## config.mk

```make
export PLATFORM = sky130hd
export DESIGN_NAME = arf_stack_sequencer
export DESIGN_NICKNAME = d
export VERILOG_FILES = /design/src/rtl/arf_stack_sequencer.sv
export SDC_FILE = /design/constraint.sdc
export NUM_CORES = 1
export LEC_CHECK = 0
export ABC_AREA = 1
export CORE_UTILIZATION = 43
export CTS_CLUSTER_SIZE = 25
export DETAILED_ROUTE_END_ITERATION = 10
export GPL_TIMING_DRIVEN = 0
export PLACE_DENSITY = 0.76
export RECOVER_POWER = 50
export SLEW_MARGIN = 0
export SYNTH_ARGS = -nofsm -noshare
export SYNTH_HDL_FRONTEND = slang
export SYNTH_SLANG_ARGS = --single-unit
```

## constraint.sdc

```tcl
create_clock -name Clock -period 2.2 [get_ports Clock]
set_clock_uncertainty 0.2 [all_clocks]
set_input_delay 0.44 -clock Clock [delete_from_list [all_inputs] [get_ports Clock]]
set_output_delay 0.44 -clock Clock [all_outputs]
set_load 0.02 [all_outputs]
```

## src/rtl/arf_stack_sequencer.sv

```systemverilog
// arf_stack_sequencer: micro-sequences PC/AR/SP control and memory strobes for fetch, stack, jump, call/return and init.
module arf_stack_sequencer #(
    parameter int STACK_DEPTH = 16,
    localparam int DW = $clog2(STACK_DEPTH + 1)
) (
    input  logic          Clock,
    input  logic          Reset,
    input  logic [2:0]    Cmd,
    input  logic          CmdValid,
    output logic          CmdReady,
    output logic [2:0]    FunSel,
    output logic [2:0]    RegSel,
    output logic [1:0]    OutCSel,
    output logic [1:0]    OutDSel,
    output logic          ISel,
    output logic          MemRead,
    output logic          MemWrite,
    output logic          Done,
    output logic          Error,
    output logic [DW-1:0] Depth
);
    localparam logic [4:0] IDLE   = 5'd0;
    localparam logic [4:0] F_RD   = 5'd1;
    localparam logic [4:0] F_INC  = 5'd2;
    localparam logic [4:0] PU_DEC = 5'd3;
    localparam logic [4:0] PU_WR  = 5'd4;
    localparam logic [4:0] PO_RD  = 5'd5;
    localparam logic [4:0] PO_INC = 5'd6;
    localparam logic [4:0] J_LD   = 5'd7;
    localparam logic [4:0] C_DEC  = 5'd8;
    localparam logic [4:0] C_WR   = 5'd9;
    localparam logic [4:0] C_LD   = 5'd10;
    localparam logic [4:0] R_RD   = 5'd11;
    localparam logic [4:0] R_LD   = 5'd12;
    localparam logic [4:0] R_INC  = 5'd13;
    localparam logic [4:0] I_CLR  = 5'd14;
    localparam logic [4:0] I_LD   = 5'd15;
    localparam logic [4:0] NOP_ST = 5'd16;
    localparam logic [4:0] ERR_ST = 5'd17;

    logic [4:0]    state_q, state_d;
    logic [DW-1:0] depth_q, depth_d;
    logic          full, empty;

    assign full     = depth_q == DW'(STACK_DEPTH);
    assign empty    = depth_q == '0;
    assign CmdReady = state_q == IDLE;
    assign Depth    = depth_q;

    always_comb begin
        state_d = IDLE;
        case (state_q)
            IDLE: begin
                state_d = IDLE;
                if (CmdValid)
                    case (Cmd)
                        3'b000:  state_d = NOP_ST;
                        3'b001:  state_d = F_RD;
                        3'b010:  state_d = full ? ERR_ST : PU_DEC;
                        3'b011:  state_d = empty ? ERR_ST : PO_RD;
                        3'b100:  state_d = J_LD;
                        3'b101:  state_d = full ? ERR_ST : C_DEC;
                        3'b110:  state_d = empty ? ERR_ST : R_RD;
                        default: state_d = I_CLR;
                    endcase
            end
            F_RD:    state_d = F_INC;
            PU_DEC:  state_d = PU_WR;
            PO_RD:   state_d = PO_INC;
            C_DEC:   state_d = C_WR;
            C_WR:    state_d = C_LD;
            R_RD:    state_d = R_LD;
            R_LD:    state_d = R_INC;
            I_CLR:   state_d = I_LD;
            default: state_d = IDLE;
        endcase
    end

    // Every non-idle state lasts one cycle, so state_d == X here means "entering X".
    assign depth_d = (state_d == I_LD) ? '0 :
                     ((state_d == PU_WR || state_d == C_WR) && !full) ? depth_q + 1'b1 :
                     ((state_d == PO_INC || state_d == R_INC) && !empty) ? depth_q - 1'b1 :
                     depth_q;

    always_ff @(posedge Clock) begin
        if (Reset) begin
            state_q <= IDLE;
            depth_q <= '0;
        end else begin
            state_q <= state_d;
            depth_q <= depth_d;
        end
    end

    always_comb begin
        RegSel   = 3'b111;
        FunSel   = 3'b000;
        OutCSel  = 2'b00;
        OutDSel  = 2'b00;
        ISel     = 1'b0;
        MemRead  = 1'b0;
        MemWrite = 1'b0;
        Done     = 1'b0;
        Error    = 1'b0;
        case (state_q)
            F_RD:   MemRead = 1'b1;
            F_INC:  begin RegSel = 3'b011; FunSel = 3'b001; Done = 1'b1; end
            PU_DEC: RegSel = 3'b110;
            PU_WR:  begin OutDSel = 2'b11; OutCSel = 2'b10; MemWrite = 1'b1; Done = 1'b1; end
            PO_RD:  begin OutDSel = 2'b11; MemRead = 1'b1; end
            PO_INC: begin RegSel = 3'b110; FunSel = 3'b001; Done = 1'b1; end
            J_LD:   begin RegSel = 3'b011; FunSel = 3'b010; Done = 1'b1; end
            C_DEC:  RegSel = 3'b110;
            C_WR:   begin OutDSel = 2'b11; MemWrite = 1'b1; end
            C_LD:   begin RegSel = 3'b011; FunSel = 3'b010; Done = 1'b1; end
            R_RD:   begin OutDSel = 2'b11; MemRead = 1'b1; end
            R_LD:   begin RegSel = 3'b011; FunSel = 3'b010; ISel = 1'b1; end
            R_INC:  begin RegSel = 3'b110; FunSel = 3'b001; Done = 1'b1; end
            I_CLR:  begin RegSel = 3'b001; FunSel = 3'b011; end
            I_LD:   begin RegSel = 3'b110; FunSel = 3'b010; Done = 1'b1; end
            NOP_ST: Done = 1'b1;
            ERR_ST: begin Done = 1'b1; Error = 1'b1; end
            default: ;
        endcase
    end
endmodule

```

==> flow_summary.json, run 1 <==
{
  "ys_seq_elements": 10,
  "setup_viol": 0,
  "worst_r2r_path_depth": 13,
  "numClockSinks": 10,
  "clock_latency_ns": 0.28,
  "whs_endpoint": "Depth[0]",
  "totalWireLength_um": 2590,
  "m1WireLength_um": 1110,
  "dr_wl_met2_um": 1280,
  "rsz0062_at_grt": "true",
  "status": "completed",
  "maxCapViolCount": 0,
  "root_buffer": "clkbuf_4",
  "core_mm2": 0.00204,
  "syn_inst": 159,
  "initial_core_util": 0.472,
  "synth.distinct_cells": 31,
  "route.met3.wl_um": 120,
  "worstHoldPathCells": 2,
  "crit_required_ns": 1.56,
  "numCtsBuffers": 3,
  "routed.top_layer": "met4",
  "critPathMaxFanout": 5,
  "drive_gt1_frac": 0.283,
  "irDropWorstVdd_mv": 0.495,
  "timing.fmax_mhz": 461,
  "reg2reg_slack_ns": 0.08,
  "hold_viol": 0,
  "criticalPathCategory": "register to output pin",
  "cp.arrival_ns": 1.53,
  "postCtsHoldBufs": 0,
  "grt_max_degree": 10,
  "p_leak_nw": 0.616,
  "seq_area_frac_synth": 0.208,
  "gp_congestion": 0.886,
  "grtUsageTotal": 0.215,
  "netlist_area_um2": 965,
  "fin_area_mm2": 0.00136,
  "drt_iter0_markers": 31,
  "cts_tree": "built",
  "synthArstFlopShare": 0,
  "n_antenna_cell": 0,
  "die-area_mm2": 0.00244,
  "period_minus_slack_ns": 2.17,
  "num_vias": 1111,
  "synthFlopType": "dfxtp_1",
  "start_kind": "register",
  "ant_nets": 0,
  "area_growth_pct": 40.7,
  "grt_pass1_vias": 1079,
  "rr_endpoint": "Depth[4]",
  "hold_path.class": "register to register",
  "antenna_found_initial": 0,
  "max-clock-path-buffers": 2,
  "hp-start": "Depth[0]",
  "end_kind": "output pin",
  "period_share": 0.987,
  "die_h_um": 49.4,
  "r2r-start": "state_q[1]",
  "drc": 0,
  "wire_per_inst_um": 11.9,
  "die_w_um": 49.4,
  "first_pass_iters": 4,
  "avgSynthCellArea_um2": 6.07,
  "ys_warn_count": 0,
  "finalSetupTns_ns": 0,
  "rows": 16,
  "grt_pass1_wl_um": 4170,
  "ioPinCount": 27,
  "synth_edf_count": 0,
  "drv_slew": 0,
  "cts.clk_slew.worst_paths_ns": 0.08,
  "htree_num_levels": 1,
  "place_area_mm2": 0.00124,
  "fin_nets": 202,
  "grt_overflow_total": 0,
  "via_per_inst": 5.10,
  "cellPowerDensity_mw_per_mm2": 825,
  "place_hpwl_um": 1880,
  "port_buffers": 24
}
## power breakdown
group / switching (mW) / internal [mW] / total, mW
clock network: 0.0746 / 0.101 / 0.175
logic: 0.395 / 0.275 / 0.670
registers: 0.0572 / 0.217 / 0.274
total: 0.527 / 0.593 / 1.12
## flip-flops by register name (all words and copies together), names as in the netlist
| signal | cells |
|---|---|
| Depth | 5 |
| state_q | 5 |
## synth_stat cells (3+ instances only)
cell / count / area, um2
nand2_1: 29 / 109
inv_2: 3 / 11.3
a21oi_1: 12 / 60.1
nor2_2: 5 / 31.3
ha_1: 3 / 37.5
buf_4: 3 / 22.5
nand4_1: 4 / 25.0
o21ai_0: 6 / 30.0
inv_1: 22 / 82.6
nand3_1: 12 / 60.1
nor2_1: 24 / 90.1
dfxtp_1: 10 / 200
## area by class of cell
cell class / instances / area [um2]
buffer: 3 / 22.5
multi-input combinational: 121 / 722
inverter: 26 / 97.6
timing repair buffer: 27 / 229
sequential: 10 / 216
clock buffer: 4 / 36.3
tap: 27 / 33.8
fill: 189 / 684
## layout by cell type (no fill, tap or decap), drive strengths merged, types with 2 or more instances in the layout
cell           count
o21ai              7
conb               2
dfxtp             10
a21oi             12
inv               25
o22ai              2
ha                 3
buf               10
nand3             14
clkdlybuf4s50     10
nor3               3
xnor2              2
nand2             33
dlygate4sd2        5
nand4              4
nor2              30
clkbuf             8
or2                2
## critical path, stage by stage, from the launching register on
cell,delay (ns)
dfxtp_4,0.40
nand2_1,0.09
nor2_1,0.14
inv_1,0.13
nor2_4,0.13
inv_2,0.06
dlygate4sd2_1,0.31
## layer usage
metal,track usage,vias up
met3,0.0187,8
met2,0.400,34
met5,0,-
met1,0.239,485
li1,-,584
met4,0.108,0
## how the worst max path moves through the flow
stage               startpoint          to  slack (ns)  depth (start not counted)
floorplan             Depth[0]    Depth[4]        0.09                         10
global placement    state_q[0]        Done       -0.17                          9
detailed placement  state_q[3]  OutDSel[1]       -0.23                          6
CTS                 state_q[0]   RegSel[0]      0.0004                          6
global route          Depth[0]    Depth[4]       -0.09                         11
finish              state_q[2]   RegSel[1]        0.03                          6
## logic make-up after synthesis
group           synth area share
buf+inv                    0.125
simple gates               0.451
xor+xnor                  0.0182
other cells              0.00389
flops                      0.208
fa+ha+maj                 0.0597
compound gates             0.135
## what timing repair did
action,4_1_cts,5_1_grt
pin swaps,2,3
resized for setup,42,24
setup endpoints to repair,15,10
setup buffers,1,2
## metrics by stage
step / cells / hold WS [ns] / util / power [mW] / setup slack (ns)
floorplan: 160 / 0.309 / - / 0.673 / 0.0865
finish: 218 / 0.371 / 0.665 / 1.12 / 0.0293
CTS: 216 / 0.368 / 0.632 / 1.03 / 0.000380
global route: 218 / 0.426 / 0.665 / 1.20 / -0.0943
detailed placement: 211 / 0.358 / 0.608 / 0.870 / -0.235
global placement: 211 / 0.342 / 0.608 / 0.858 / -0.172
Note: power is estimated with default switching activity, not from simulation.
==> run 2, diff against run 1 <==
--- a/config.mk
+++ b/config.mk
@@ -7,7 +7,6 @@
 export LEC_CHECK = 0
 export ABC_AREA = 1
 export CORE_UTILIZATION = 43
-export CTS_CLUSTER_SIZE = 25
 export DETAILED_ROUTE_END_ITERATION = 10
 export GPL_TIMING_DRIVEN = 0
 export PLACE_DENSITY = 0.76
==> constraint.sdc (replaced) <==
create_clock -name Clock -period 2.2 [get_ports Clock]
set_clock_uncertainty 0.2 [all_clocks]
set_input_delay 0.22 -clock Clock [delete_from_list [all_inputs] [get_ports Clock]]
set_output_delay 0.22 -clock Clock [all_outputs]
set_load 0.02 [all_outputs]
==> run 2 against run 1 <==
Net effect: first-iteration DRC count increased by 3.2%; final area decreased by 1.1%; sequential cell count unchanged; hold slack improved by 0.0093 ns; maximum frequency increased by 2.8%; final cell count unchanged; die area unchanged; non-clock buffer count unchanged; core utilization decreased by 0.74 points; global-route usage decreased by 0.78 points; total power decreased by 1.5%; largest cell class unchanged.
==> flow_summary.json, run 2 (synthesized netlist as in run 1, its figures left out) <==
{
  "grt_max_degree": 10,
  "start_kind": "register",
  "end_kind": "output pin",
  "core_mm2": 0.00204,
  "crit_required_ns": 1.78,
  "postCtsHoldBufs": 0,
  "period_minus_slack_ns": 2.11,
  "gp_congestion": 0.886,
  "cts_tree": "built",
  "period_share": 0.960,
  "path_buf_inv": 2,
  "cts.clk_slew.worst_paths_ns": 0.07,
  "drc": 0,
  "cp.depth": 5,
  "max-clock-path-buffers": 2,
  "finalSetupTns_ns": 0,
  "grt_overflow_total": 0,
  "irDropWorstVdd_mv": 0.555,
  "grtUsageTotal": 0.207,
  "num_vias": 1142,
  "endpoint": "ISel",
  "n_antenna_cell": 0,
  "reg2reg_slack_ns": 0.11,
  "hold_path.class": "register to register",
  "rr_endpoint": "Depth[4]",
  "drv_slew": 0,
  "antenna_found_initial": 0,
  "initial_core_util": 0.472,
  "cp.arrival_ns": 1.69,
  "drive_gt1_frac": 0.230,
  "grt_pass1_vias": 1055,
  "totalWireLength_um": 2480,
  "critPathMaxFanout": 5,
  "timing.fmax_mhz": 473,
  "numClockSinks": 10,
  "instances_no_fill": 218,
  "wire_per_inst_um": 11.4,
  "cp-startpoint": "state_q[2]",
  "die-area_mm2": 0.00244,
  "hold_viol": 0,
  "rsz0062_at_grt": "true",
  "cellPowerDensity_mw_per_mm2": 821,
  "crit_family": "buffers and inverters",
  "root_buffer": "clkbuf_4",
  "criticalPathCategory": "register to output pin",
  "numCtsBuffers": 3,
  "grt_pass1_wl_um": 4030,
  "via_per_inst": 5.24,
  "setup_viol": 0,
  "place_hpwl_um": 1880,
  "drt_iter0_markers": 32,
  "area_growth_pct": 39.2,
  "slowest_delay_ns": 0.60,
  "r2r-start": "state_q[4]",
  "cp_cell_sequence": "nand2_1 -> nor2_1 -> nand2_1 -> inv_1 -> clkdlybuf4s50_1",
  "regArea_um2": 213,
  "multi_input_area_um2": 703,
  "fin_nets": 202,
  "final_cell_mix": "nand2_1 (29), inv_1 (21), nor2_1 (21)",
  "fill_cells": 192,
  "first_pass_iters": 4,
  "die_w_um": 49.4,
  "ant_nets": 0,
  "final_common_cell": "nand2_1",
  "port_buffers": 24,
  "worst_r2r_path_depth": 13,
  "die_h_um": 49.4,
  "crit_path_frequent_cell": "nand2_1",
  "cp_slowest_cell": "clkdlybuf4s50_1",
  "status": "completed",
  "dp_cells": 211,
  "clock_latency_ns": 0.28,
  "maxCapViolCount": 0,
  "ioPinCount": 27,
  "p_leak_nw": 0.613,
  "htree_num_levels": 1,
  "rows": 16
}
## run 2: what timing repair did
item                       CTS  global route
setup endpoints to repair   12             8
resized for setup           14            22
buffers inserted             0             3
pin swaps                    0             4
## run 2: area by class of cell
class | count | area share
clock buffers | 4 | 0.0270
plain buffers | 3 | 0.0168
multi-input cells | 121 | 0.524
repair buffers | 27 | 0.176
flip-flops and latches | 10 | 0.158
inverters | 26 | 0.0727
well taps | 27 | 0.0252
## run 2: metal layers
metal	wire (um)	GRT usage
met5	0	0
met4	70	0.0980
met3	154	0.0405
met2	1210	0.374
met1	1050	0.228
## run 2: how the worst min path moves through the flow
stage                        start    endpoint  depth (start not counted)
after global routing      Depth[4]    Depth[4]                          4
after floorplan              Reset  state_q[0]                          1
after global placement    Depth[0]    Depth[0]                          2
after CTS                 Depth[0]    Depth[0]                          2
final                     Depth[0]    Depth[0]                          2
after detailed placement  Depth[0]    Depth[0]                          2
## run 2: stage by stage
stage | area, um2 | hold WS [ns] | utilization | setup slack [ns] | total power, mW
6_report | 1340 | 0.380 | 0.657 | 0.0874 | 1.10
5_1_grt | 1340 | 0.429 | 0.657 | -0.0720 | 1.19
4_1_cts | 1270 | 0.368 | 0.623 | -0.0584 | 1.02
3_5_place_dp | 1240 | 0.358 | 0.608 | -0.0439 | 0.870
3_3_place_gp | 1240 | 0.342 | 0.608 | -0.0404 | 0.858
2_1_floorplan | 968 | 0.0891 | - | 0.0865 | 0.673
## run 2: worst reg2reg max path, stage by stage (launching register included)
cell	delay, ns
dfxtp_1	0.46
inv_2	0.11
nand3_1	0.13
nand2_2	0.11
nand2_4	0.14
ha_4	0.23
nand2_1	0.08
inv_1	0.05
a21oi_2	0.14
inv_1	0.05
nand2_1	0.09
nand4_1	0.10
nand2_1	0.07
nor2_1	0.04
## run 2: report_power, final
group	switching, mW	total (mW)	internal, mW
Combinational	0.383	0.656	0.273
Sequential	0.0571	0.274	0.217
Clock	0.0722	0.173	0.101
Total	0.512	1.10	0.591
==> run 3, diff against run 2 <==
==> constraint.sdc (replaced) <==
create_clock -name Clock -period 1.8 [get_ports Clock]
set_clock_uncertainty 0.2 [all_clocks]
set_input_delay 0.18 -clock Clock [delete_from_list [all_inputs] [get_ports Clock]]
set_output_delay 0.18 -clock Clock [all_outputs]
set_load 0.02 [all_outputs]
==> run 3 against run 2 <==
Net effect: the flow now finishes with violations (negative setup slack); global-route usage rose by 2.5 points; sequential share of layout area fell by 0.98 points; sequential power rose by 26%; non-clock buffer count rose by 15; critical path depth rose by 8; total power rose by 46%; sequential cell count did not move; hold slack got worse by 0.038 ns; die area did not move; core utilization rose by 12 points; final cell count rose by 6.9%; largest cell class unchanged.
==> flow_summary.json, run 3 (synthesized netlist as in run 1, its figures left out) <==
{
  "fin_nets": 217,
  "period_share": 1.12,
  "criticalPathCategory": "register to register",
  "antenna_found_initial": 0,
  "hold_path.class": "register to register",
  "end_kind": "register",
  "p_total_mw": 1.61,
  "critPathMaxFanout": 4,
  "irDropWorstVdd_mv": 0.745,
  "cellPowerDensity_mw_per_mm2": 1020,
  "wire_per_inst_um": 12.7,
  "port_buffers": 24,
  "place_area_mm2": 0.00132,
  "htree_num_levels": 1,
  "p_leak_nw": 0.715,
  "drt_iter0_markers": 21,
  "drive_gt1_frac": 0.466,
  "place_hpwl_um": 1880,
  "cp-startpoint": "state_q[0]",
  "ant_nets": 0,
  "r2r-start": "state_q[0]",
  "setup_viol": 12,
  "max-clock-path-buffers": 2,
  "crit_required_ns": 1.77,
  "endpoint": "Depth[4]",
  "totalWireLength_um": 2950,
  "top_usage_layer": "met2",
  "postCtsHoldBufs": 0,
  "grt_pass1_wl_um": 4500,
  "period_minus_slack_ns": 2.02,
  "die_w_um": 49.4,
  "first_pass_iters": 4,
  "area_growth_pct": 64.1,
  "hold_viol": 0,
  "grtUsageMet1": 0.249,
  "clock_latency_ns": 0.27,
  "cts.clk_slew.worst_paths_ns": 0.07,
  "n_antenna_cell": 0,
  "grt_pass1_vias": 1110,
  "worst_r2r_path_depth": 13,
  "grtUsageTotal": 0.232,
  "finalSetupTns_ns": -1.29,
  "rr_endpoint": "Depth[4]",
  "fill_cells": 156,
  "failed_checks": "negative setup slack",
  "worstHoldPathCells": 2,
  "root_buffer": "clkbuf_4",
  "gp_congestion": 0.877,
  "drc": 0,
  "grt_max_degree": 10,
  "ioPinCount": 27,
  "fin_ws_ns": -0.219,
  "rows": 16,
  "cts_tree": "built",
  "start_kind": "register",
  "grtUsageMet2": 0.447,
  "core_mm2": 0.00204,
  "via_per_inst": 5.10,
  "status": "finished, violations left",
  "die-area_mm2": 0.00244,
  "cp.arrival_ns": 1.99,
  "grt_use_met3": 0.0374,
  "numCtsBuffers": 3,
  "numClockSinks": 10,
  "final_common_cell": "nand2_1",
  "fin_area_mm2": 0.00158,
  "initial_core_util": 0.472,
  "rsz0062_at_grt": "true",
  "die_h_um": 49.4,
  "drv_slew": 0,
  "grt_overflow_total": 0,
  "num_vias": 1188,
  "maxCapViolCount": 0,
  "timing.fmax_mhz": 495,
  "reg2reg_slack_ns": -0.22,
  "final_cell_mix": "nand2_1 (24), buf_4 (21), nor2_1 (16)"
}
[run 3: per-layer routing]
metal  vias to the layer above  part of all wire
met3                         4             0.031
met4                         0             0.010
met2                        29              0.51
met1                       547              0.45
met5                         -                 0
li1                        608                 -
[run 3: critical path, cell delays in order, from the launching register on]
cell     delay, ns
dfxtp_4       0.37
nor2_4        0.15
nand3_2       0.11
nand2_4       0.10
nand2_4       0.09
ha_4          0.29
nand2_2       0.07
inv_2         0.04
a21oi_4       0.17
nand3_2       0.11
nand3_2       0.08
nand2_1       0.05
inv_1         0.05
nor2_1        0.03
[run 3: worst min-delay path by stage]
stage                 endpoint  slack (ns)  startpoint
floorplan           state_q[0]        0.04       Reset
global placement      Depth[0]        0.30    Depth[0]
detailed placement    Depth[0]        0.32    Depth[0]
CTS                   Depth[0]        0.33    Depth[0]
global route          Depth[0]        0.36    Depth[0]
finish                Depth[0]        0.34    Depth[0]
[run 3: through the flow]
step	hold WS (ns)	cells	setup slack, ns	util
floorplan	0.0394	160	-0.141	-
global placement	0.300	211	-0.288	0.648
detailed placement	0.316	211	-0.328	0.648
CTS	0.333	225	-0.216	0.718
global route	0.361	233	-0.321	0.775
finish	0.342	233	-0.219	0.775
[run 3: report_power, final]
group	internal, mW	switching (mW)
clock network	0.123	0.0887
logic	0.474	0.576
registers	0.274	0.0722
[run 3: layout make-up]
type,instances,area (um2),area share
clock buffers,4,36.3,0.0229
inverters,26,104,0.0656
multi-input cells,121,793,0.501
repair buffers,42,358,0.226
plain buffers,3,22.5,0.0142
flip-flops and latches,10,235,0.149
well taps,27,33.8,0.0213
[run 3: repair_timing]
action,4_1_cts,5_1_grt
hold endpoints to repair,0,0
setup buffers,10,8
resized for setup,73,27
endpoints found under the setup margin,18,16
pin swaps,9,14
cloned,0,0
